$ cat src/rtl/pc_sequencer.sv
// Program-counter and control-flow sequencer for the 16-bit execute stage.
// Resolves jumps, returns and halt, and owns a small circular return-address stack.
module pc_sequencer #(
  parameter logic [15:0] RESET_PC    = 16'h0000,
  parameter int          STACK_DEPTH = 4,
  parameter int          SP_W        = 2
) (
  input  logic            clk,
  input  logic            reset,
  input  logic [5:0]      op_dec,
  input  logic [15:0]     imm,
  input  logic [15:0]     ex_pc,
  input  logic [1:0]      flag_ex,
  input  logic            stall_in,
  input  logic            resume,
  output logic [15:0]     pc,
  output logic            flush,
  output logic            taken,
  output logic            halted,
  output logic [SP_W:0]   stack_cnt,
  output logic            stack_err
);

  localparam logic [5:0] OP_JMP = 6'b011000;
  localparam logic [5:0] OP_JV  = 6'b011100;
  localparam logic [5:0] OP_JNV = 6'b011101;
  localparam logic [5:0] OP_JZ  = 6'b011110;
  localparam logic [5:0] OP_JNZ = 6'b011111;
  localparam logic [5:0] OP_RET = 6'b010000;
  localparam logic [5:0] OP_HLT = 6'b010001;

  localparam logic [SP_W-1:0] SP_ONE   = SP_W'(1);
  localparam logic [SP_W:0]   CNT_ONE  = (SP_W+1)'(1);
  localparam logic [SP_W:0]   CNT_FULL = (SP_W+1)'(STACK_DEPTH);

  typedef enum logic [1:0] {
    ST_RUN   = 2'd0,
    ST_FLUSH = 2'd1,
    ST_HALT  = 2'd2
  } state_e;

  state_e          state_q, state_d;
  logic [15:0]     pc_q, pc_d;
  logic            flush_q, flush_d;
  logic            taken_q, taken_d;
  logic            halted_q, halted_d;
  logic            err_q, err_d;
  logic [SP_W-1:0] sp_q, sp_d;
  logic [SP_W-1:0] topIdx;
  logic [SP_W:0]   cnt_q, cnt_d;
  logic [15:0]     stackMem_q [STACK_DEPTH];
  logic            push;
  logic            redirect;
  logic [15:0]     target;

  // A full stack keeps writing at sp, which on a circular buffer is the oldest entry.
  always_comb begin
    state_d  = state_q;
    pc_d     = pc_q;
    flush_d  = 1'b0;
    taken_d  = 1'b0;
    halted_d = halted_q;
    err_d    = err_q;
    sp_d     = sp_q;
    cnt_d    = cnt_q;
    push     = 1'b0;
    redirect = 1'b0;
    target   = imm;
    topIdx   = sp_q - SP_ONE;
    if (!stall_in) begin
      case (state_q)
        ST_RUN: begin
          pc_d = pc_q + 16'd1;
          case (op_dec)
            OP_JMP: begin
              push     = 1'b1;
              redirect = 1'b1;
            end
            OP_JV:  redirect = flag_ex[0];
            OP_JNV: redirect = !flag_ex[0];
            OP_JZ:  redirect = flag_ex[1];
            OP_JNZ: redirect = !flag_ex[1];
            OP_RET: begin
              redirect = 1'b1;
              if (cnt_q == '0) begin
                target = RESET_PC;
                err_d  = 1'b1;
              end else begin
                target = stackMem_q[topIdx];
                sp_d   = topIdx;
                cnt_d  = cnt_q - CNT_ONE;
              end
            end
            OP_HLT: begin
              pc_d     = pc_q;
              state_d  = ST_HALT;
              halted_d = 1'b1;
            end
            default: ;
          endcase
          if (push) begin
            sp_d = sp_q + SP_ONE;
            if (cnt_q == CNT_FULL) begin
              err_d = 1'b1;
            end else begin
              cnt_d = cnt_q + CNT_ONE;
            end
          end
          if (redirect) begin
            pc_d    = target;
            state_d = ST_FLUSH;
            flush_d = 1'b1;
            taken_d = 1'b1;
          end
        end
        ST_FLUSH: begin
          pc_d    = pc_q + 16'd1;
          state_d = ST_RUN;
        end
        ST_HALT: begin
          if (resume) begin
            state_d  = ST_RUN;
            halted_d = 1'b0;
          end
        end
        default: state_d = ST_RUN;
      endcase
    end
  end

  always_ff @(posedge clk) begin
    if (!reset) begin
      state_q  <= ST_RUN;
      pc_q     <= RESET_PC;
      flush_q  <= 1'b0;
      taken_q  <= 1'b0;
      halted_q <= 1'b0;
      err_q    <= 1'b0;
      sp_q     <= '0;
      cnt_q    <= '0;
    end else begin
      state_q  <= state_d;
      pc_q     <= pc_d;
      flush_q  <= flush_d;
      taken_q  <= taken_d;
      halted_q <= halted_d;
      err_q    <= err_d;
      sp_q     <= sp_d;
      cnt_q    <= cnt_d;
    end
  end

  // Storage carries no reset: entries are only read while cnt_q says they are valid.
  always_ff @(posedge clk) begin
    if (reset && push) begin
      stackMem_q[sp_q] <= ex_pc + 16'd1;
    end
  end

  assign pc        = pc_q;
  assign flush     = flush_q;
  assign taken     = taken_q;
  assign halted    = halted_q;
  assign stack_cnt = cnt_q;
  assign stack_err = err_q;

endmodule

$ cat config.mk
export PLATFORM = sky130hd
export DESIGN_NAME = pc_sequencer
export DESIGN_NICKNAME = d
export VERILOG_FILES = /design/src/rtl/pc_sequencer.sv
export SDC_FILE = /design/constraint.sdc
export NUM_CORES = 1
export LEC_CHECK = 0
export BUFFER_PORTS_ARGS = -buffer_cell sky130_fd_sc_hd__clkbuf_2
export CAP_MARGIN = 20
export CORE_MARGIN = 2
export CORE_UTILIZATION = 51
export DETAILED_ROUTE_END_ITERATION = 7
export HOLD_SLACK_MARGIN = 0.05
export MAX_ROUTING_LAYER = met4
export PLACE_DENSITY = 0.75
export SETUP_SLACK_MARGIN = 0.3
export SYNTH_ARGS = -nofsm -noshare
export SYNTH_HDL_FRONTEND = slang
export SYNTH_SLANG_ARGS = --single-unit
$ cat constraint.sdc
create_clock -name clk -period 2.6 [get_ports clk]
set_input_delay 0 -clock clk [delete_from_list [all_inputs] [get_ports clk]]
set_output_delay 0 -clock clk [all_outputs]
set_load 0.005 [all_outputs]
==> impl_metrics.env, run 1 <==
export IMPL_tightest_slew_ns=0.689
export IMPL_hp_class="in2reg"
export IMPL_pwr_density_cell_nw_per_um2=517
export IMPL_yosys_area_share_xor_xnor_pct=3.48
export IMPL_status="finished, final reports clean"
export IMPL_setup_violations=0
export IMPL_dpl_worst_slack_ns=0.481
export IMPL_worstPathMaxFanout=15
export IMPL_grt_overflow=0
export IMPL_root_buffer="clkbuf_8"
export IMPL_final_setup_tns_ns=0
export IMPL_dr_pass1_iters=4
export IMPL_cp_start_kind="flop"
export IMPL_synthFlopType="edfxtp_1"
export IMPL_peakVddDrop_uv=279
export IMPL_fp_dieW_um=97.9
export IMPL_numCtsBuffers=9
export IMPL_cts_sinks=90
export IMPL_crit_buf_inv=2
export IMPL_ioPinCount=67
export IMPL_ant_nets=0
export IMPL_rsz0062_at_grt="false"
export IMPL_cp_slowest_cell="ha_1"
export IMPL_area_delta_synth_final_pct=16.0
export IMPL_grt_pass1_wl_mm=15.2
export IMPL_ys_top_cells_by_area="edfxtp_1 43%, dfxtp_1 12%, mux4_2 8.0%, mux2i_1 3.1%, xnor2_1 2.9%"
export IMPL_route_vias_total=3254
export IMPL_grt_total_usage_pct=20.7
export IMPL_drtIter0Drc=206
export IMPL_die_area_sq_um=9570
export IMPL_yosysMostFrequentCell="edfxtp_1"
export IMPL_fmax_mhz=469
export IMPL_dp_hpwl_mm=6.64
export IMPL_fin_worst_skew_ns=0.0133
export IMPL_synth_compound_area_share_pct=11.6
export IMPL_grt_max_degree=20
export IMPL_ys_warn_count=0
export IMPL_insertion_delay_ns=0.37
export IMPL_synth_async_reset_ratio_pct=0
export IMPL_wirelength_mm=9.44
export IMPL_cp_required_ns=2.85
export IMPL_final_max_slew_violation_count=0
export IMPL_grt_pass1_vias=3059
export IMPL_synth_cell_types=53
export IMPL_cts_setup_buffers=0
export IMPL_htree_levels=3
export IMPL_die_h_um=97.9
export IMPL_holdWs_ns=0.0575
export IMPL_coreArea_sq_um=8640
export IMPL_worstPathCellList="inv_1, ha_1, buf_4, mux4_2, a22oi_1, mux2i_1, o221a_1"
export IMPL_fin_crit_ns=2.13
export IMPL_path_delay_family="multiplexers"
export IMPL_clkTransAtPathRegs_ns=0.10
export IMPL_synth_fa_ha_area_share_pct=2.51
export IMPL_ys_ff_latch=90
export IMPL_initial_utilization_pct=52.0
export IMPL_syn_inst=360
export IMPL_min_delay_start="ex_pc[6]"
export IMPL_via_per_inst=5.92
export IMPL_maxCapViolations=0
export IMPL_portBuffers=66
export IMPL_synth_nets=413
export IMPL_synth_top_family_by_area="simple AND/OR/NAND/NOR gates"
export IMPL_finalWorstSetupSlack_ns=0.469
export IMPL_muxShareOfSynthArea_pct=11.4
export IMPL_crit_arrival_ns=2.39
export IMPL_yosysSeqAreaShare_pct=54.4
export IMPL_p_leak_nw=1.93
export IMPL_crit_type="reg2reg"
export IMPL_max_stage_delay_ns=0.41
export IMPL_wl_per_cell_um=17.2
export IMPL_slew_headroom_pct=54.1
export IMPL_grt_antenna_before_repair=0
export IMPL_num_antenna_cells=0
export IMPL_yosys_area_top_type="edfxtp_1"
export IMPL_drive_gt1_share_pct=26.9
export IMPL_nets=490
export IMPL_cp_end_kind="flop"
export IMPL_tritoncts="built"
export IMPL_synth_edf_count=64
export IMPL_r2r_start="sp_q[1]"
export IMPL_std_cell_rows=34
export IMPL_avgSynthCellArea_sq_um=12.5
export IMPL_startpoint="sp_q[1]"
export IMPL_postLayoutCoreUtil_pct=60.3
export IMPL_cts_max_path_buffers=2
export IMPL_synthTopCellsByCount="64 x edfxtp_1, 26 x dfxtp_1, 22 x nand2_1, 22 x nor2_1, 21 x nand3_1"
export IMPL_syn_cell_area_sq_um=4490
export IMPL_drc=0
export IMPL_synth_simple_gate_area_share_pct=13.0
export IMPL_hold_viol=0
export IMPL_fin_crit_sh_pct=81.9
export IMPL_synth_top_area_share_pct=42.8
export IMPL_gp_congestion=0.914
## path summary, 6_finish.rpt
path | endpoint | slack (ns) | cells past startpoint
setup / recovery | pc[13] | 0.47 | 7
hold / removal | stackMem_q[0][6] | 0.06 | 2
setup reg to reg | pc[13] | 0.47 | 7
hold reg to reg | stack_err | 0.50 | 2
## worst register-to-register path: stages, from the launching register on
cell,delay [ns]
dfxtp_1,0.40
inv_1,0.08
ha_1,0.41
buf_4,0.29
mux4_2,0.32
a22oi_1,0.16
mux2i_1,0.11
o221a_1,0.26
## kinds of logic after synthesis
kind of cell | count (synthesis)
mux | 31
buf+inv | 32
compound gates | 69
simple gates | 112
fa+ha+maj | 9
xor+xnor | 17
flops | 90
## routing by layer
metal / global-route usage, % / share of wire, % / routed length (um)
met2: 32.7 / 48 / 4490
met4: 6.52 / 1.5 / 140
met1: 27.5 / 46 / 4340
met5: - / 0 / 0
met3: 3.79 / 5.0 / 474
## flip-flops by register name (all words and copies together) (netlist names)
register	flops
state_q	2
halted	1
pc	16
stack_cnt	3
sp_q	2
stackMem_q	64
taken	1
stack_err	1
## placed cells by master, fill, tap and decap left out, drive strengths merged, types with 10 or more instances in the layout
master       count
dfxtp           26
edfxtp          64
clkbuf          75
a22o            10
nand2           23
inv             15
nor2            22
a21oi           17
buf             10
nand3           21
xnor2           16
mux4            16
dlygate4sd3     10
mux2i           14
## report_power, final
group	switching, W	leakage [nW]	total (W)	internal (W)
combinational	0.000114	1.05	0.000207	0.0000935
sequential	0.0000117	0.785	0.00156	0.00154
clock	0.000555	0.0931	0.000930	0.000375
## layout make-up
cell class                 count  area (sq um)
multi-input combinational    238          1890
fill                         674          3430
sequential                    90          2440
timing repair buffer          86           505
clock buffer                   9           124
tap                          108           135
clock inverter                 7          71.3
inverter                      12          45.0
## what timing repair did
item                                   4_1_cts  5_1_grt
endpoints found under the hold margin       31        0
resized for setup                            0        0
hold buffers                                10        0
## per-stage QoR
stage          std cells  instance area, sq um  total power (W)
2_1_floorplan        360                  4510          0.00170
3_3_place_gp         524                  4910          0.00178
3_5_place_dp         524                  4910          0.00178
4_1_cts              550                  5210          0.00270
5_1_grt              550                  5210          0.00278
6_report             550                  5210          0.00269
(Power assumes the default switching activity.)
==> inputs of run 2 (changes only) <==
--- a/config.mk
+++ b/config.mk
@@ -5,14 +5,15 @@
 export SDC_FILE = /design/constraint.sdc
 export NUM_CORES = 1
 export LEC_CHECK = 0
+export ABC_AREA = 1
 export BUFFER_PORTS_ARGS = -buffer_cell sky130_fd_sc_hd__clkbuf_2
 export CAP_MARGIN = 20
 export CORE_MARGIN = 2
-export CORE_UTILIZATION = 51
+export CORE_UTILIZATION = 55
 export DETAILED_ROUTE_END_ITERATION = 7
 export HOLD_SLACK_MARGIN = 0.05
 export MAX_ROUTING_LAYER = met4
-export PLACE_DENSITY = 0.75
+export PLACE_DENSITY = 0.77
 export SETUP_SLACK_MARGIN = 0.3
 export SYNTH_ARGS = -nofsm -noshare
 export SYNTH_HDL_FRONTEND = slang
==> constraint.sdc (replaced) <==
create_clock -name clk -period 2.2 [get_ports clk]
set_input_delay 0 -clock clk [delete_from_list [all_inputs] [get_ports clk]]
set_output_delay 0 -clock clk [all_outputs]
set_load 0.005 [all_outputs]
==> impl_metrics.env, run 2 <==
export IMPL_gp_congestion=0.917
export IMPL_rrSetupSlack_ns=0.40
export IMPL_dr_pass1_iters=5
export IMPL_yosys_area_share_xor_xnor_pct=3.87
export IMPL_tritoncts="built"
export IMPL_insertion_delay_ns=0.36
export IMPL_ant_nets=0
export IMPL_muxShareOfSynthArea_pct=0
export IMPL_syn_inst=551
export IMPL_root_buffer="clkbuf_8"
export IMPL_via_per_inst=5.50
export IMPL_largest_reg_flops=64
export IMPL_portBuffers=66
export IMPL_maxCapViolations=0
export IMPL_final_setup_tns_ns=0
export IMPL_synthFlopType="edfxtp_1"
export IMPL_grt_total_usage_pct=24.3
export IMPL_synth_fa_ha_area_share_pct=2.37
export IMPL_yosysSeqAreaShare_pct=51.4
export IMPL_crit_arrival_ns=1.86
export IMPL_crit_type="reg2reg"
export IMPL_synth_compound_area_share_pct=10.3
export IMPL_dpl_worst_slack_ns=0.247
export IMPL_die_area_sq_um=9390
export IMPL_min_delay_start="imm[6]"
export IMPL_nets=678
export IMPL_hold_viol=0
export IMPL_wl_met2_mm=5.25
export IMPL_pwr_density_cell_nw_per_um2=620
export IMPL_fp_dieW_um=96.9
export IMPL_drive_gt1_share_pct=21.0
export IMPL_yosys_area_top_type="edfxtp_1"
export IMPL_route_vias_total=4039
export IMPL_peakVddDrop_uv=483
export IMPL_cts_sinks=90
export IMPL_hp_class="in2reg"
export IMPL_drc=0
export IMPL_synth_cell_types=42
export IMPL_grt_pass1_wl_mm=18.0
export IMPL_std_cell_rows=33
export IMPL_synth_simple_gate_area_share_pct=25.4
export IMPL_ys_ff_latch=90
export IMPL_cp_required_ns=2.27
export IMPL_cp_start_kind="flop"
export IMPL_clkTransAtPathRegs_ns=0.10
export IMPL_num_antenna_cells=0
export IMPL_synth_async_reset_ratio_pct=0
export IMPL_hold_depth=5
export IMPL_initial_utilization_pct=57.2
export IMPL_yosysMostFrequentCell="nand2_1"
export IMPL_synth_nets=604
export IMPL_grt_antenna_before_repair=0
export IMPL_final_max_slew_violation_count=0
export IMPL_top_register="stackMem_q"
export IMPL_wirelength_mm=11.1
export IMPL_fmax_mhz=557
export IMPL_fin_crit_sh_pct=81.7
export IMPL_coreArea_sq_um=8300
export IMPL_min_to="pc[6]"
export IMPL_reg2regPathDepth=8
export IMPL_slew_headroom_pct=68.6
export IMPL_drt_met1_wl_mm=4.89
export IMPL_ys_top_cells_by_area="edfxtp_1 40%, dfxtp_1 11%, nand2_1 9.6%, nor2_1 7.0%, o21ai_0 4.2%"
export IMPL_ioPinCount=67
export IMPL_cts_max_path_buffers=2
export IMPL_holdWs_ns=0.0554
export IMPL_final_cell_mix="120 x nand2_1, 84 x nor2_1, 66 x clkbuf_2, 64 x edfxtp_1, 42 x inv_1"
export IMPL_grt_pass1_vias=3825
export IMPL_grt_max_degree=36
export IMPL_tightest_slew_ns=0.468
export IMPL_layout_commonest_cell="nand2_1"
export IMPL_synthTopCellsByCount="121 x nand2_1, 88 x nor2_1, 64 x edfxtp_1"
export IMPL_htree_levels=3
export IMPL_area_delta_synth_final_pct=16.3
export IMPL_rsz0062_at_grt="true"
export IMPL_wl_per_cell_um=15.1
export IMPL_dp_hpwl_mm=7.89
export IMPL_status="finished, final reports clean"
export IMPL_synth_top_family_by_area="simple AND/OR/NAND/NOR gates"
export IMPL_synth_edf_count=64
export IMPL_finalWorstSetupSlack_ns=0.403
export IMPL_fillers=649
export IMPL_cp_end_kind="flop"
export IMPL_p_leak_nw=2.25
export IMPL_avgSynthCellArea_sq_um=8.62
export IMPL_place_inst=713
export IMPL_worstPathMaxFanout=8
export IMPL_wl_met3_um=669
export IMPL_top_layer="met4"
export IMPL_syn_cell_area_sq_um=4750
export IMPL_drtIter0Drc=183
export IMPL_final_cells=735
export IMPL_fin_worst_skew_ns=0.0190
export IMPL_setup_violations=0
export IMPL_synth_top_area_share_pct=40.5
export IMPL_fin_crit_ns=1.80
export IMPL_ys_warn_count=0
export IMPL_numCtsBuffers=9
export IMPL_r2r_end="stackMem_q[2][8]"
export IMPL_grt_overflow=0
export IMPL_r2r_start="state_q[1]"
export IMPL_die_h_um=96.9
==> run 2: changes by cell type after synthesis, sizes merged, moves of 14 or more <==
cell   change
nand2    +103
mux4      -16
nor2      +73
inv       +37
o21ai     +48
nand3     +16
mux2i     -14
==> run 2: per-stage QoR <==
step | util (%) | area (sq um) | power [W]
global placement | 62.2 | 5160 | 0.00218
finish | 66.5 | 5520 | 0.00342
CTS | 65.3 | 5420 | 0.00343
detailed placement | 62.2 | 5160 | 0.00219
global route | 66.5 | 5520 | 0.00354
floorplan | - | 4750 | 0.00207
==> run 2: layout make-up <==
type | count | area [sq um] | share of cell area (%)
clock buffers | 9 | 124 | 2.24
clock inverters | 7 | 98.8 | 1.79
well taps | 105 | 131 | 2.38
flip-flops and latches | 90 | 2440 | 44.3
repair buffers | 82 | 487 | 8.81
multi-input cells | 393 | 2050 | 37.1
inverters | 49 | 189 | 3.42
==> run 2: worst max-delay path by stage <==
stage / start / end / slack, ns / cells past startpoint
3_5_place_dp: state_q[1] / stackMem_q[3][9] / 0.25 / 8
3_3_place_gp: state_q[1] / stackMem_q[0][9] / 0.36 / 8
4_1_cts: state_q[1] / stackMem_q[3][5] / 0.32 / 8
6_report: state_q[1] / stackMem_q[2][8] / 0.40 / 8
2_1_floorplan: state_q[1] / stackMem_q[0][0] / 0.05 / 7
5_1_grt: stack_cnt[0] / pc[12] / 0.29 / 12
==> run 2: repair_timing <==
action                                  4_1_cts  5_1_grt
buffers inserted                              0        1
endpoints found under the hold margin         5        0
endpoints found under the setup margin       64       76
cloned                                        0        3
hold buffers                                  2        0
gates resized for setup                       5       24
pin swaps                                     0        1
==> run 2: power by group <==
| part | internal, W | total (W) | switching [W] |
|---|---|---|---|
| combinational | 0.000118 | 0.000298 | 0.000180 |
| sequential | 0.00183 | 0.00186 | 0.0000290 |
| clock | 0.000650 | 0.00126 | 0.000612 |
==> run 2: kinds of logic (layout without fill, tap and decap cells) <==
logic type / Yosys count / after routing
compound gates: 90 / 90
xor+xnor: 21 / 21
fa+ha+maj: 9 / 9
buf+inv: 68 / 147
flops: 90 / 90
simple gates: 273 / 273
==> run 2: metal layers <==
| layer | up-vias | track usage (%) |
|---|---|---|
| met3 | 21 | 3.18 |
| met1 | 1873 | 32.7 |
| li1 | 1977 | - |
| met4 | 0 | 7.91 |
| met5 | - | - |
| met2 | 168 | 38.6 |
==> run 2: critical path, cell delays in order, from the launching register on <==
cell and delay, ns:
dfxtp_1 0.37, nor2_2 0.19, inv_1 0.10, nor2_4 0.14
inv_1 0.10, nor2_4 0.14, nand2_4 0.11, nor2_4 0.15
buf_4 0.21
==> inputs of run 3 (changes only) <==
--- a/config.mk
+++ b/config.mk
@@ -5,7 +5,7 @@
 export SDC_FILE = /design/constraint.sdc
 export NUM_CORES = 1
 export LEC_CHECK = 0
-export ABC_AREA = 1
+export ABC_AREA = 0
 export BUFFER_PORTS_ARGS = -buffer_cell sky130_fd_sc_hd__clkbuf_2
 export CAP_MARGIN = 20
 export CORE_MARGIN = 2
==> constraint.sdc (replaced) <==
create_clock -name clk -period 1.74 [get_ports clk]
set_input_delay 0 -clock clk [delete_from_list [all_inputs] [get_ports clk]]
set_output_delay 0 -clock clk [all_outputs]
set_load 0.005 [all_outputs]
==> impl_metrics.env, run 3 (synthesis results as in run 1) <==
export IMPL_status="finished, violations left"
export IMPL_cp_slowest_cell="dfxtp_4"
export IMPL_die_h_um=94.4
export IMPL_htree_levels=3
export IMPL_hp_class="in2reg"
export IMPL_slew_headroom_pct=68.6
export IMPL_hold_viol=0
export IMPL_gp_congestion=0.889
export IMPL_fmax_mhz=541
export IMPL_dpl_worst_slack_ns=-0.139
export IMPL_reg2regPathDepth=8
export IMPL_grt_antenna_before_repair=0
export IMPL_crit_type="reg2reg"
export IMPL_numCtsBuffers=9
export IMPL_fp_dieW_um=94.4
export IMPL_max_stage_delay_ns=0.41
export IMPL_via_per_inst=6.08
export IMPL_root_buffer="clkbuf_8"
export IMPL_min_to="pc[1]"
export IMPL_drive_gt1_share_pct=41.8
export IMPL_route_vias_total=3543
export IMPL_grt_total_usage_pct=27.5
export IMPL_worstPathMaxFanout=7
export IMPL_top_register="stackMem_q"
export IMPL_final_cells=583
export IMPL_cp_required_ns=2.00
export IMPL_insertion_delay_ns=0.37
export IMPL_final_cell_mix="66 x clkbuf_2, 64 x edfxtp_1, 38 x buf_4, 22 x nor2_1, 21 x nand2_1"
export IMPL_design_area_sq_um=5810
export IMPL_drc=0
export IMPL_grt_overflow=0
export IMPL_final_setup_tns_ns=-0.807
export IMPL_wl_per_cell_um=19.7
export IMPL_peakVddDrop_uv=486
export IMPL_fin_crit_ns=1.85
export IMPL_maxCapViolations=0
export IMPL_dr_pass1_iters=4
export IMPL_die_area_sq_um=8910
export IMPL_dpl_cell_area_sq_um=5160
export IMPL_drtIter0Drc=268
export IMPL_multi_input_area_sq_um=2120
export IMPL_layout_commonest_cell="clkbuf_2"
export IMPL_holdWs_ns=0.0329
export IMPL_pwr_density_cell_nw_per_um2=737
export IMPL_cp_start_kind="flop"
export IMPL_ioPinCount=67
export IMPL_worstPathCellList="inv_8, ha_4, buf_12, buf_8, mux4_2, a22o_1, mux2i_1, o22ai_1"
export IMPL_ant_nets=0
export IMPL_std_cell_rows=32
export IMPL_grt_max_degree=18
export IMPL_grt_pass1_wl_mm=17.4
export IMPL_final_max_slew_violation_count=0
export IMPL_portBuffers=66
export IMPL_cts_sinks=90
export IMPL_crit_arrival_ns=2.10
export IMPL_p_leak_nw=2.19
export IMPL_finalWorstSetupSlack_ns=-0.108
export IMPL_nets=529
export IMPL_place_inst=541
export IMPL_fin_worst_skew_ns=0.0109
export IMPL_tritoncts="built"
export IMPL_min_delay_start="imm[1]"
export IMPL_fillers=519
export IMPL_rrSetupSlack_ns=-0.11
export IMPL_initial_utilization_pct=57.5
export IMPL_cts_max_path_buffers=2
export IMPL_r2r_start="sp_q[0]"
export IMPL_setup_violations=12
export IMPL_clkTransAtPathRegs_ns=0.09
export IMPL_largest_reg_flops=64
export IMPL_seqCellArea_sq_um=2450
export IMPL_area_delta_synth_final_pct=29.4
export IMPL_coreArea_sq_um=7810
export IMPL_tightest_slew_ns=0.469
export IMPL_num_antenna_cells=0
export IMPL_r2r_end="pc[6]"
export IMPL_cp_end_kind="flop"
export IMPL_grt_pass1_vias=3298
export IMPL_dp_hpwl_mm=7.68
export IMPL_wirelength_mm=11.5
export IMPL_rsz0062_at_grt="true"
export IMPL_hold_depth=3
export IMPL_fin_crit_sh_pct=106
export IMPL_violations="setup timing"
==> run 3: repair_timing <==
item / CTS / global route
gates resized for setup: 18 / 33
endpoints found under the hold margin: 24 / 0
pin swaps: 7 / 24
endpoints found under the setup margin: 84 / 89
hold buffers: 9 / 0
gates cloned: 4 / 1
buffers inserted: 1 / 11
==> run 3: worst max path at each step <==
stage	startpoint	end	cells after the start
finish	sp_q[0]	pc[6]	8
global route	sp_q[0]	pc[9]	7
CTS	sp_q[0]	pc[10]	6
detailed placement	sp_q[0]	pc[9]	7
global placement	sp_q[0]	pc[0]	5
floorplan	sp_q[0]	pc[10]	9
==> run 3: through the flow <==
stage / total power (W) / util [%]
6_report: 0.00428 / 74.4
4_1_cts: 0.00428 / 71.3
2_1_floorplan: 0.00254 / -
5_1_grt: 0.00442 / 74.4
3_5_place_dp: 0.00269 / 66.1
3_3_place_gp: 0.00268 / 66.1
==> run 3: cell type report <==
type / count / area share [%]
well taps: 102 / 2.20
clock buffers: 9 / 2.13
inverters: 12 / 0.991
flip-flops and latches: 90 / 42.2
clock inverters: 7 / 1.72
repair buffers: 121 / 14.3
multi-input cells: 242 / 36.4
==> run 3: per-layer routing <==
metal,up-vias,GRT usage [%],routed length (um)
li1,1637,-,-
met1,1726,36.3,4940
met2,158,43.3,5420
met3,22,4.63,830
met4,0,10.3,271
met5,-,-,0
==> run 3: critical path: cells and delay by family, from the launching register on <==
kind / cells / cell delay (ns)
AO/OA/AOI/OAI: 2 / 0.30
adder cells (fa/ha/maj): 1 / 0.28
buffers and inverters: 3 / 0.29
flip-flops: 1 / 0.41
multiplexers: 2 / 0.45
==> run 3: report_power, final <==
group / total [W] / internal [W] / switching [W] / leakage [nW]
logic: 0.000362 / 0.000168 / 0.000194 / 1.29
registers: 0.00232 / 0.00231 / 0.0000161 / 0.789
clock network: 0.00160 / 0.000820 / 0.000777 / 0.108
total: 0.00428 / 0.00329 / 0.000987 / 2.19
